`src/rtl/uart_pkg.sv`:
```
// Shared constants and FSM state encoding for the UART receive path.
package uart_pkg;

  localparam int DEFAULT_CLK_DIV = 868;
  localparam int DATA_BITS       = 8;

  typedef enum logic [2:0] {
    IDLE,
    START,
    DATA,
    PARITY,
    STOP,
    BREAK
  } rx_state_t;

endpackage

```
`src/rtl/uart_rx_fifo.sv`:
```
// Synchronous show-ahead receive FIFO; head byte is visible on rd_data while valid.
// Occupancy is tracked by a count register and drives the full/empty decisions.
module uart_rx_fifo
  import uart_pkg::*;
#(
  parameter int DEPTH = 16
) (
  input  logic                   clk,
  input  logic                   resetn,
  input  logic                   wr_en,
  input  logic [DATA_BITS-1:0]   wr_data,
  input  logic                   rd_en,
  output logic [DATA_BITS-1:0]   rd_data,
  output logic                   valid,
  output logic [$clog2(DEPTH):0] count,
  output logic                   overrun
);

  localparam int AW = $clog2(DEPTH);

  logic [DATA_BITS-1:0] mem [DEPTH];
  logic [AW-1:0]        wr_ptr;
  logic [AW-1:0]        rd_ptr;
  logic                 full;
  logic                 do_push;
  logic                 do_pop;

  assign full    = (count == (AW+1)'(DEPTH));
  assign valid   = (count != '0);
  assign do_pop  = rd_en && valid;
  // A pop in the same cycle frees the slot, so a full FIFO still accepts the write.
  assign do_push = wr_en && (!full || do_pop);

  always_ff @(posedge clk or negedge resetn) begin
    if (!resetn) begin
      wr_ptr  <= '0;
      rd_ptr  <= '0;
      count   <= '0;
      overrun <= 1'b0;
    end else begin
      if (do_push) wr_ptr <= wr_ptr + 1'b1;
      if (do_pop)  rd_ptr <= rd_ptr + 1'b1;
      case ({do_push, do_pop})
        2'b10:   count <= count + 1'b1;
        2'b01:   count <= count - 1'b1;
        default: count <= count;
      endcase
      if (wr_en && !do_push) overrun <= 1'b1;
      else if (do_pop)       overrun <= 1'b0;
    end
  end

  always_ff @(posedge clk) begin
    if (do_push) mem[wr_ptr] <= wr_data;
  end

  assign rd_data = valid ? mem[rd_ptr] : '0;

endmodule

```
`src/rtl/uart_receiver.sv`:
```
// UART receiver: 2-flop synchroniser, mid-bit sampling FSM and show-ahead receive FIFO.
// Define UART_RX_PARITY_EN for 8E1 frames with even-parity checking; default is 8N1.
module uart_receiver
  import uart_pkg::*;
#(
  parameter int CLK_DIV    = DEFAULT_CLK_DIV,
  parameter int FIFO_DEPTH = 16
) (
  input  logic                        clk,
  input  logic                        resetn,
  input  logic                        ser_rx,
  input  logic                        rx_re,
  output logic [7:0]                  rx_data,
  output logic                        rx_valid,
  output logic [$clog2(FIFO_DEPTH):0] rx_count,
  output logic                        rx_overrun,
  output logic                        frame_err,
  output logic                        parity_err
);

  localparam int TW = $clog2(CLK_DIV);
  localparam int IW = $clog2(DATA_BITS);
  localparam logic [TW-1:0] HALF_LOAD = TW'(CLK_DIV/2 - 1);
  localparam logic [TW-1:0] FULL_LOAD = TW'(CLK_DIV - 1);

  logic                 sync_p0;
  logic                 sync_p1;
  logic                 rx_prev;
  logic                 rx_s;
  logic                 fall;

  rx_state_t            state;
  rx_state_t            state_nxt;
  logic [TW-1:0]        bit_tmr;
  logic [IW-1:0]        bit_idx;
  logic [DATA_BITS-1:0] shift_q;
  logic                 tick;
  logic                 push;
  logic                 frm_bad;

  // Stage p0/p1: metastability synchroniser, idle-high through reset.
  always_ff @(posedge clk or negedge resetn) begin
    if (!resetn) begin
      sync_p0 <= 1'b1;
      sync_p1 <= 1'b1;
      rx_prev <= 1'b1;
    end else begin
      sync_p0 <= ser_rx;
      sync_p1 <= sync_p0;
      rx_prev <= sync_p1;
    end
  end

  assign rx_s = sync_p1;
  assign fall = rx_prev && !rx_s;
  assign tick = (bit_tmr == '0);

`ifdef UART_RX_PARITY_EN
  logic par_bad;
  logic par_mis;

  function automatic logic even_parity(input logic [DATA_BITS-1:0] d);
    return ^d;
  endfunction
`endif

  always_comb begin
    state_nxt = state;
    push      = 1'b0;
    frm_bad   = 1'b0;
`ifdef UART_RX_PARITY_EN
    par_mis   = 1'b0;
`endif
    case (state)
      IDLE:  if (fall) state_nxt = START;
      // A start bit that is high again at mid-bit was a glitch; drop it silently.
      START: if (tick) state_nxt = rx_s ? IDLE : DATA;
      DATA: begin
        if (tick && bit_idx == IW'(DATA_BITS - 1)) begin
`ifdef UART_RX_PARITY_EN
          state_nxt = PARITY;
`else
          state_nxt = STOP;
`endif
        end
      end
`ifdef UART_RX_PARITY_EN
      PARITY: begin
        if (tick) begin
          par_mis   = (rx_s != even_parity(shift_q));
          state_nxt = STOP;
        end
      end
`endif
      STOP: begin
        if (tick) begin
          if (rx_s) begin
`ifdef UART_RX_PARITY_EN
            push = !par_bad;
`else
            push = 1'b1;
`endif
            state_nxt = IDLE;
          end else begin
            frm_bad   = 1'b1;
            state_nxt = BREAK;
          end
        end
      end
      BREAK:   if (rx_s) state_nxt = IDLE;
      default: state_nxt = IDLE;
    endcase
  end

  // Timer reloads a full bit period on every expiry so sample points never drift.
  always_ff @(posedge clk or negedge resetn) begin
    if (!resetn) begin
      state     <= IDLE;
      bit_tmr   <= HALF_LOAD;
      bit_idx   <= '0;
      frame_err <= 1'b0;
    end else begin
      state     <= state_nxt;
      frame_err <= frm_bad;
      if (state == IDLE || state == BREAK) bit_tmr <= HALF_LOAD;
      else if (tick)                       bit_tmr <= FULL_LOAD;
      else                                 bit_tmr <= bit_tmr - 1'b1;
      if (state != DATA)  bit_idx <= '0;
      else if (tick)      bit_idx <= bit_idx + 1'b1;
    end
  end

`ifdef UART_RX_PARITY_EN
  always_ff @(posedge clk or negedge resetn) begin
    if (!resetn) begin
      par_bad    <= 1'b0;
      parity_err <= 1'b0;
    end else begin
      parity_err <= par_mis;
      if (state == START)                par_bad <= 1'b0;
      else if (state == PARITY && tick)  par_bad <= par_mis;
    end
  end
`else
  assign parity_err = 1'b0;
`endif

  // LSB arrives first, so shift in from the top.
  always_ff @(posedge clk) begin
    if (state == DATA && tick) shift_q <= {rx_s, shift_q[DATA_BITS-1:1]};
  end

  uart_rx_fifo #(
    .DEPTH (FIFO_DEPTH)
  ) u_fifo (
    .clk     (clk),
    .resetn  (resetn),
    .wr_en   (push),
    .wr_data (shift_q),
    .rd_en   (rx_re),
    .rd_data (rx_data),
    .valid   (rx_valid),
    .count   (rx_count),
    .overrun (rx_overrun)
  );

endmodule
```
`config.mk`:
```
export PLATFORM = sky130hd
export DESIGN_NAME = uart_receiver
export DESIGN_NICKNAME = d
export VERILOG_FILES = /design/src/rtl/uart_pkg.sv /design/src/rtl/uart_rx_fifo.sv /design/src/rtl/uart_receiver.sv
export SDC_FILE = /design/constraint.sdc
export NUM_CORES = 1
export LEC_CHECK = 0
export CAP_MARGIN = 20
export CORE_UTILIZATION = 55
export DETAILED_ROUTE_END_ITERATION = 8
export PLACE_DENSITY_LB_ADDON = 0.15
export SLEW_MARGIN = 30
export SYNTH_ARGS = -nofsm -noshare
export SYNTH_HDL_FRONTEND = slang
export SYNTH_HIERARCHICAL = 1
export SYNTH_SLANG_ARGS = --single-unit
```
`constraint.sdc`:
```
create_clock -name clk -period 7.1 [get_ports clk]
set_input_delay 1.42 -clock clk [delete_from_list [all_inputs] [get_ports clk]]
set_output_delay 1.42 -clock clk [all_outputs]
set_load 0.05 [all_outputs]
```
==> impl_metrics.tcl, run 1 <==
set metrics [dict create \
    status "finished clean" \
    path_class "flop to output port" \
    place_congestion 0.772 \
    coreArea_um2 12200 \
    overflow 0 \
    setup-tns-final_ps 0 \
    synth_simple_gate_area_share_pct 5.56 \
    slew_headroom_pct 35.4 \
    post-route-period-util_pct 64.4 \
    worstSetupStartpointType "flop" \
    p_sw_share_pct 31.4 \
    cts_hold_buffers 0 \
    synth_compound_gate_area_share_pct 4.30 \
    antenna_cells 0 \
    hp-class "flop to flop" \
    layout_commonest_cell "edfxtp_1" \
    die_area_um2 13200 \
    clkLatencyLatePin_ps 420 \
    grt_max_degree 36 \
    end_kind "output port" \
    ys_ff_latch 170 \
    routedWlPerCell_um 20.4 \
    cts_sinks 170 \
    max_freq_mhz 219 \
    p_int_mw 2.09 \
    path_max_fanout 35 \
    grt_setup_unrepaired "false" \
    power.leakage_nw 2.69 \
    first_global_vias 3573 \
    synth-adder-area-share_pct 2.25 \
    synth_area_um2 7020 \
    die_h_um 115 \
    hold_viol_final 0 \
    max_slew.worst_pin.slew_ps 966 \
    viasPerCell 5.73 \
    synth_nets 424 \
    synth-xor-area-share_pct 1.75 \
    cts-root-buf "clkbuf_16" \
    initial_core_util_pct 57.5 \
    port_buffers 19 \
    drt_iter0_markers 242 \
    synthMuxAreaShare_pct 13.5 \
    route.detailed.drc 0 \
    die_w_um 115 \
    nNetsFinal 446 \
    cts_tree "yes" \
    drive_gt1_share_pct 20.5 \
    min_period_ps 4570 \
    holdWs_ps 360 \
    power_density_nw_per_um2 383 \
    yosysSeqAreaShare_pct 70.4 \
    synth.distinct_cells 45 \
    synth_top_family_by_area "multiplexers" \
    yosys_warnings 6 \
    power.switching_uw 957 \
    slew_violations 0 \
    wl_um 12400 \
    synth-main-ff-cell "edfxtp_1" \
    vdd_drop_max_mv 0.310 \
    clk_pin_slew_ps 60 \
    avgSynthCellArea_um2 17.2 \
    cts_buffer_depth 2 \
    cts_setup_buffers 0 \
    clock_skew_ps 10.6 \
    io_pins 21 \
    dr.pass1.iters 5 \
    grt_pass1_wl_um 19600 \
    dp_hpwl_um 7740 \
    final_antenna_net_count 0 \
    synth-async-reset-ratio_pct 20.0 \
    cap_violations 0 \
    synth-edff-count 136 \
    synthCells 408 \
    cts_htree_levels 4 \
    pwr-share-seq_pct 40.6 \
    p_comb_share_pct 30.2 \
    place_area_um2 7380 \
    setup_viol_count_final 0 \
    area_delta_synth_final_pct 13.2 \
    p_clk_share_pct 29.2 \
    mostFrequentLayoutCells "136 x edfxtp_1, 32 x mux4_2, 25 x dfrtp_1" \
    ctsResizeCount 0 \
    std_cell_rows 40 \
    required_ps 5680 \
    final_area_um2 7950 \
    num_vias 3504 \
    cp.arrival_ps 3150 \
    track_usage_pct 21.1 \
    antenna_found_initial 0 \
    cts_buffers 17 \
]
[synthesized netlist by cell type (all sizes together), types with 2 or more instances]
cell type | count | area, um^2
or4 | 3 | 26.3
xnor2 | 12 | 105
nand2b | 4 | 25.0
clkbuf | 5 | 18.8
nor4 | 3 | 18.8
edfxtp | 136 | 4080
nor3 | 11 | 66.3
dfrtp | 26 | 651
dfstp | 8 | 210
nand2 | 18 | 67.6
or3 | 5 | 41.3
mux2i | 9 | 90.1
inv | 14 | 52.6
a21o | 2 | 15.0
nand3 | 5 | 25.0
o211ai | 6 | 45.0
ha | 11 | 138
a21oi | 18 | 90.1
mux2 | 12 | 139
xor2 | 2 | 17.5
nor2 | 22 | 82.6
a31oi | 2 | 12.5
o21ai | 13 | 65.1
mux4 | 32 | 721
nand4 | 2 | 12.5
buf | 15 | 78.8
[power by group through the flow]
stage | Combinational, mW | Clock (mW) | Sequential, mW
after floorplan | 0.720 | 0 | 1.23
after global placement | 0.919 | 0 | 1.25
after detailed placement | 0.928 | 0 | 1.26
after CTS | 0.933 | 0.906 | 1.24
after global routing | 0.981 | 0.940 | 1.25
final | 0.920 | 0.890 | 1.23
[layout make-up]
type / instances / area, um^2
Clock buffer: 20 / 437
Tap cell: 168 / 210
Fill cell: 874 / 4270
Clock inverter: 12 / 130
Multi-Input combinational cell: 204 / 1950
Sequential cell: 170 / 4950
Timing Repair Buffer: 23 / 220
Inverter: 14 / 52.6
[cell families (layout without fill, tap and decap cells)]
family / count (synthesis) / in the layout
other: 1 / 1
muxes: 53 / 53
xor gates and xnor gates: 14 / 14
buffers and inverters: 34 / 69
AOI/OAI and AO/OA: 48 / 48
DFF: 170 / 170
adders and majority gates: 12 / 12
and+or+nand+nor: 76 / 76
[layer usage]
metal | part of all wire [%] | GRT usage [%] | up-vias | wire, um
li1 | - | - | 1625 | -
met1 | 41 | 27.4 | 1768 | 5160
met2 | 52 | 34.2 | 94 | 6450
met3 | 5.3 | 5.17 | 17 | 654
met4 | 1.4 | 9.18 | 0 | 180
met5 | 0 | 0 | - | 0
[registers in the layout (all words and copies together), names as in the netlist, 3 cells and up]
register and count:
u_fifo/mem 128, bit_tmr 10, shift_q 8, u_fifo/count 5
u_fifo/rd_ptr 4, u_fifo/wr_ptr 4, bit_idx 3, state 3
[worst max-delay path, stage by stage (launching register included)]
cell	delay, ps
dfrtp_4	800
mux4_2	570
mux2_2	280
o21ai_0	240
a21oi_1	70
clkdlybuf4s50_1	730
[worst paths after layout]
check	start	to	slack, ps	depth (start not counted)
worst max-delay path	u_fifo/rd_ptr[1]$_DFFE_PN0P_	rx_data[0]	2530	5
worst min-delay path	sync_p0$_DFF_PN1_	rx_s$_DFF_PN1_	360	0
worst max register to register	bit_tmr[1]$_DFF_PN0_	u_fifo/mem[7][4]$_DFFE_PP_	2730	9
worst min register to register	sync_p0$_DFF_PN1_	rx_s$_DFF_PN1_	360	0
max in group asynchronous	resetn	u_fifo/rd_ptr[1]$_DFFE_PN0P_	5340	2
min in group asynchronous	resetn	bit_tmr[2]$_DFF_PN0_	1400	2
[per-stage QoR]
| step | power, mW | utilization, % | setup WS (ps) | cells |
|---|---|---|---|---|
| 6_report | 3.04 | 65.1 | 2530 | 611 |
| 5_1_grt | 3.17 | 65.1 | 2420 | 611 |
| 4_1_cts | 3.08 | 65.1 | 2480 | 611 |
| 3_5_place_dp | 2.19 | 60.4 | 2660 | 579 |
| 3_3_place_gp | 2.17 | 60.3 | 2400 | 579 |
| 2_1_floorplan | 1.95 | - | 3020 | 408 |
No activity file was read; power rests on OpenSTA's default activity.
==> inputs of run 2 (changes only) <==
Clock period 7.1 ns to 4.1 ns, I/O delays scaled along.
==> run 2 against run 1 <==
Clock skew down 5.6 ps. Non-clock buffer count up 19. Setup slack worse by 2300 ps. Sequential power up 69%. Critical endpoint is now rx_data[5].
==> impl_metrics.tcl, run 2 (same netlist as run 1, synthesis figures left out) <==
set metrics [dict create \
    status "finished clean" \
    slew_headroom_pct 50.4 \
    largest_register_ffs 128 \
    routedWlPerCell_um 19.9 \
    die_w_um 115 \
    cts_buffers 17 \
    cts_hold_buffers 0 \
    holdWs_ps 331 \
    num_vias 3646 \
    viasPerCell 5.79 \
    area_delta_synth_final_pct 15.8 \
    coreArea_um2 12200 \
    layout_top_registers "u_fifo/mem: 128 flops, bit_tmr: 10 flops, shift_q: 8 flops" \
    antenna_found_initial 0 \
    power.switching_mw 1.70 \
    std_cell_rows 40 \
    max_freq_mhz 258 \
    path_class "flop to output port" \
    max_slew.worst_pin.slew_ps 742 \
    p_clk_share_pct 30.0 \
    post-route-period-util_pct 94.6 \
    detailedPlace.worstSlack_ps 250 \
    clkLatencyLatePin_ps 420 \
    worstReg2RegStart "bit_tmr[1]$_DFF_PN0_" \
    worst_r2r_endpoint "u_fifo/count[4]$_DFFE_PN0P_" \
    path_max_fanout 12 \
    port_buffers 19 \
    hp-class "primary input to async pin" \
    fin_util_pct 66.6 \
    grt_setup_unrepaired "false" \
    stdcell_count 630 \
    cts_tree "yes" \
    cap_violations 0 \
    layout_commonest_cell "edfxtp_1" \
    final_antenna_net_count 0 \
    power_density_nw_per_um2 666 \
    end_kind "output port" \
    antenna_cells 0 \
    setup-tns-final_ps 0 \
    power.leakage_nw 2.80 \
    dp_hpwl_um 8010 \
    first_global_vias 3787 \
    dr.pass1.iters 4 \
    cts_sinks 170 \
    nNetsFinal 465 \
    p_sw_share_pct 31.3 \
    place_congestion 0.789 \
    worstSetupStartpointType "flop" \
    die_area_um2 13200 \
    grt_max_degree 36 \
    clock_skew_ps 5.03 \
    setup_ws_ps 223 \
    vdd_drop_max_mv 0.541 \
    min_period_ps 3880 \
    die_h_um 115 \
    initial_core_util_pct 57.5 \
    p_int_mw 3.72 \
    drt_iter0_markers 294 \
    cts_setup_buffers 0 \
    overflow 0 \
    wl_um 12500 \
    drive_gt1_share_pct 24.0 \
    dp_cells 598 \
    top_register "u_fifo/mem" \
    setup_viol_count_final 0 \
    fillCellCount 875 \
    cts_buffer_depth 2 \
    clk_pin_slew_ps 60 \
    ff2ff_setup_slack_ps 400 \
    required_ps 3280 \
    hold_viol_final 0 \
    p_comb_share_pct 31.6 \
    pwr-share-seq_pct 38.4 \
    r2r_cells 13 \
    cts-root-buf "clkbuf_16" \
    cts_htree_levels 4 \
    track_usage_pct 21.5 \
    mostFrequentLayoutCells "136 x edfxtp_1, 32 x mux4_2, 25 x dfrtp_1" \
    grt_pass1_wl_um 20200 \
    slew_violations 0 \
    cp.arrival_ps 3060 \
    io_pins 21 \
    route.detailed.drc 0 \
]
## run 2: changes by cell type in the layout (fill, tap and decap cells not counted), sizes merged
cell,change
bufinv,+1
clkinv,-4
buf,+20
clkbuf,-1
clkdlybuf4s50,-1
clkinvlp,+4
## run 2: stage by stage
step                cell area (um^2)  total power [mW]
floorplan                       7020              3.37
global placement                7520              3.82
detailed placement              7520              3.84
CTS                             8130              5.46
global route                    8130              5.64
finish                          8130              5.42
## run 2: layout make-up
| class | instances | area (um^2) | share of cell area (%) |
|---|---|---|---|
| Sequential cell | 170 | 4950 | 60.8 |
| Multi-Input combinational cell | 204 | 1930 | 23.7 |
| Clock buffer | 19 | 433 | 5.32 |
| Timing Repair Buffer | 42 | 383 | 4.71 |
| Tap cell | 168 | 210 | 2.59 |
| Clock inverter | 13 | 176 | 2.17 |
| Inverter | 14 | 52.6 | 0.646 |
## run 2: timing repair
item,4_1_cts,5_1_grt
resized for setup,0,1
endpoints found under the setup margin,0,1
hold endpoints to repair,0,0
## run 2: critical path, stage by stage, from the launching register on
cell             delay (ps)
dfrtp_1                 780
mux4_2                  440
mux2_2                  290
o21ai_0                 300
a21oi_1                  80
clkdlybuf4s50_1         740
## run 2: worst max-delay path by stage
stage,start,slack (ps),endpoint,cells after the start
6_report,u_fifo/rd_ptr[3]$_DFFE_PN0P_,220,rx_data[5],5
3_3_place_gp,bit_tmr[1]$_DFF_PN0_,430,u_fifo/count[4]$_DFFE_PN0P_,13
3_5_place_dp,bit_tmr[1]$_DFF_PN0_,250,u_fifo/count[4]$_DFFE_PN0P_,13
4_1_cts,u_fifo/rd_ptr[3]$_DFFE_PN0P_,240,rx_data[5],5
2_1_floorplan,bit_tmr[1]$_DFF_PN0_,380,u_fifo/mem[3][0]$_DFFE_PP_,11
5_1_grt,u_fifo/count[1]$_DFFE_PN0P_,110,rx_data[5],6
## run 2: power groups by stage
stage	sequential [mW]	combinational [mW]	clock, mW
2_1_floorplan	2.12	1.25	0
5_1_grt	2.10	1.83	1.72
3_5_place_dp	2.11	1.73	0
6_report	2.08	1.71	1.63
3_3_place_gp	2.11	1.71	0
4_1_cts	2.08	1.73	1.65
## run 2: metal layers
metal  share of wire [%]  track usage (%)
met5                   0                0
met4                 2.4             9.44
met3                 3.3             4.43
met2                  51             35.6
met1                  44             27.7
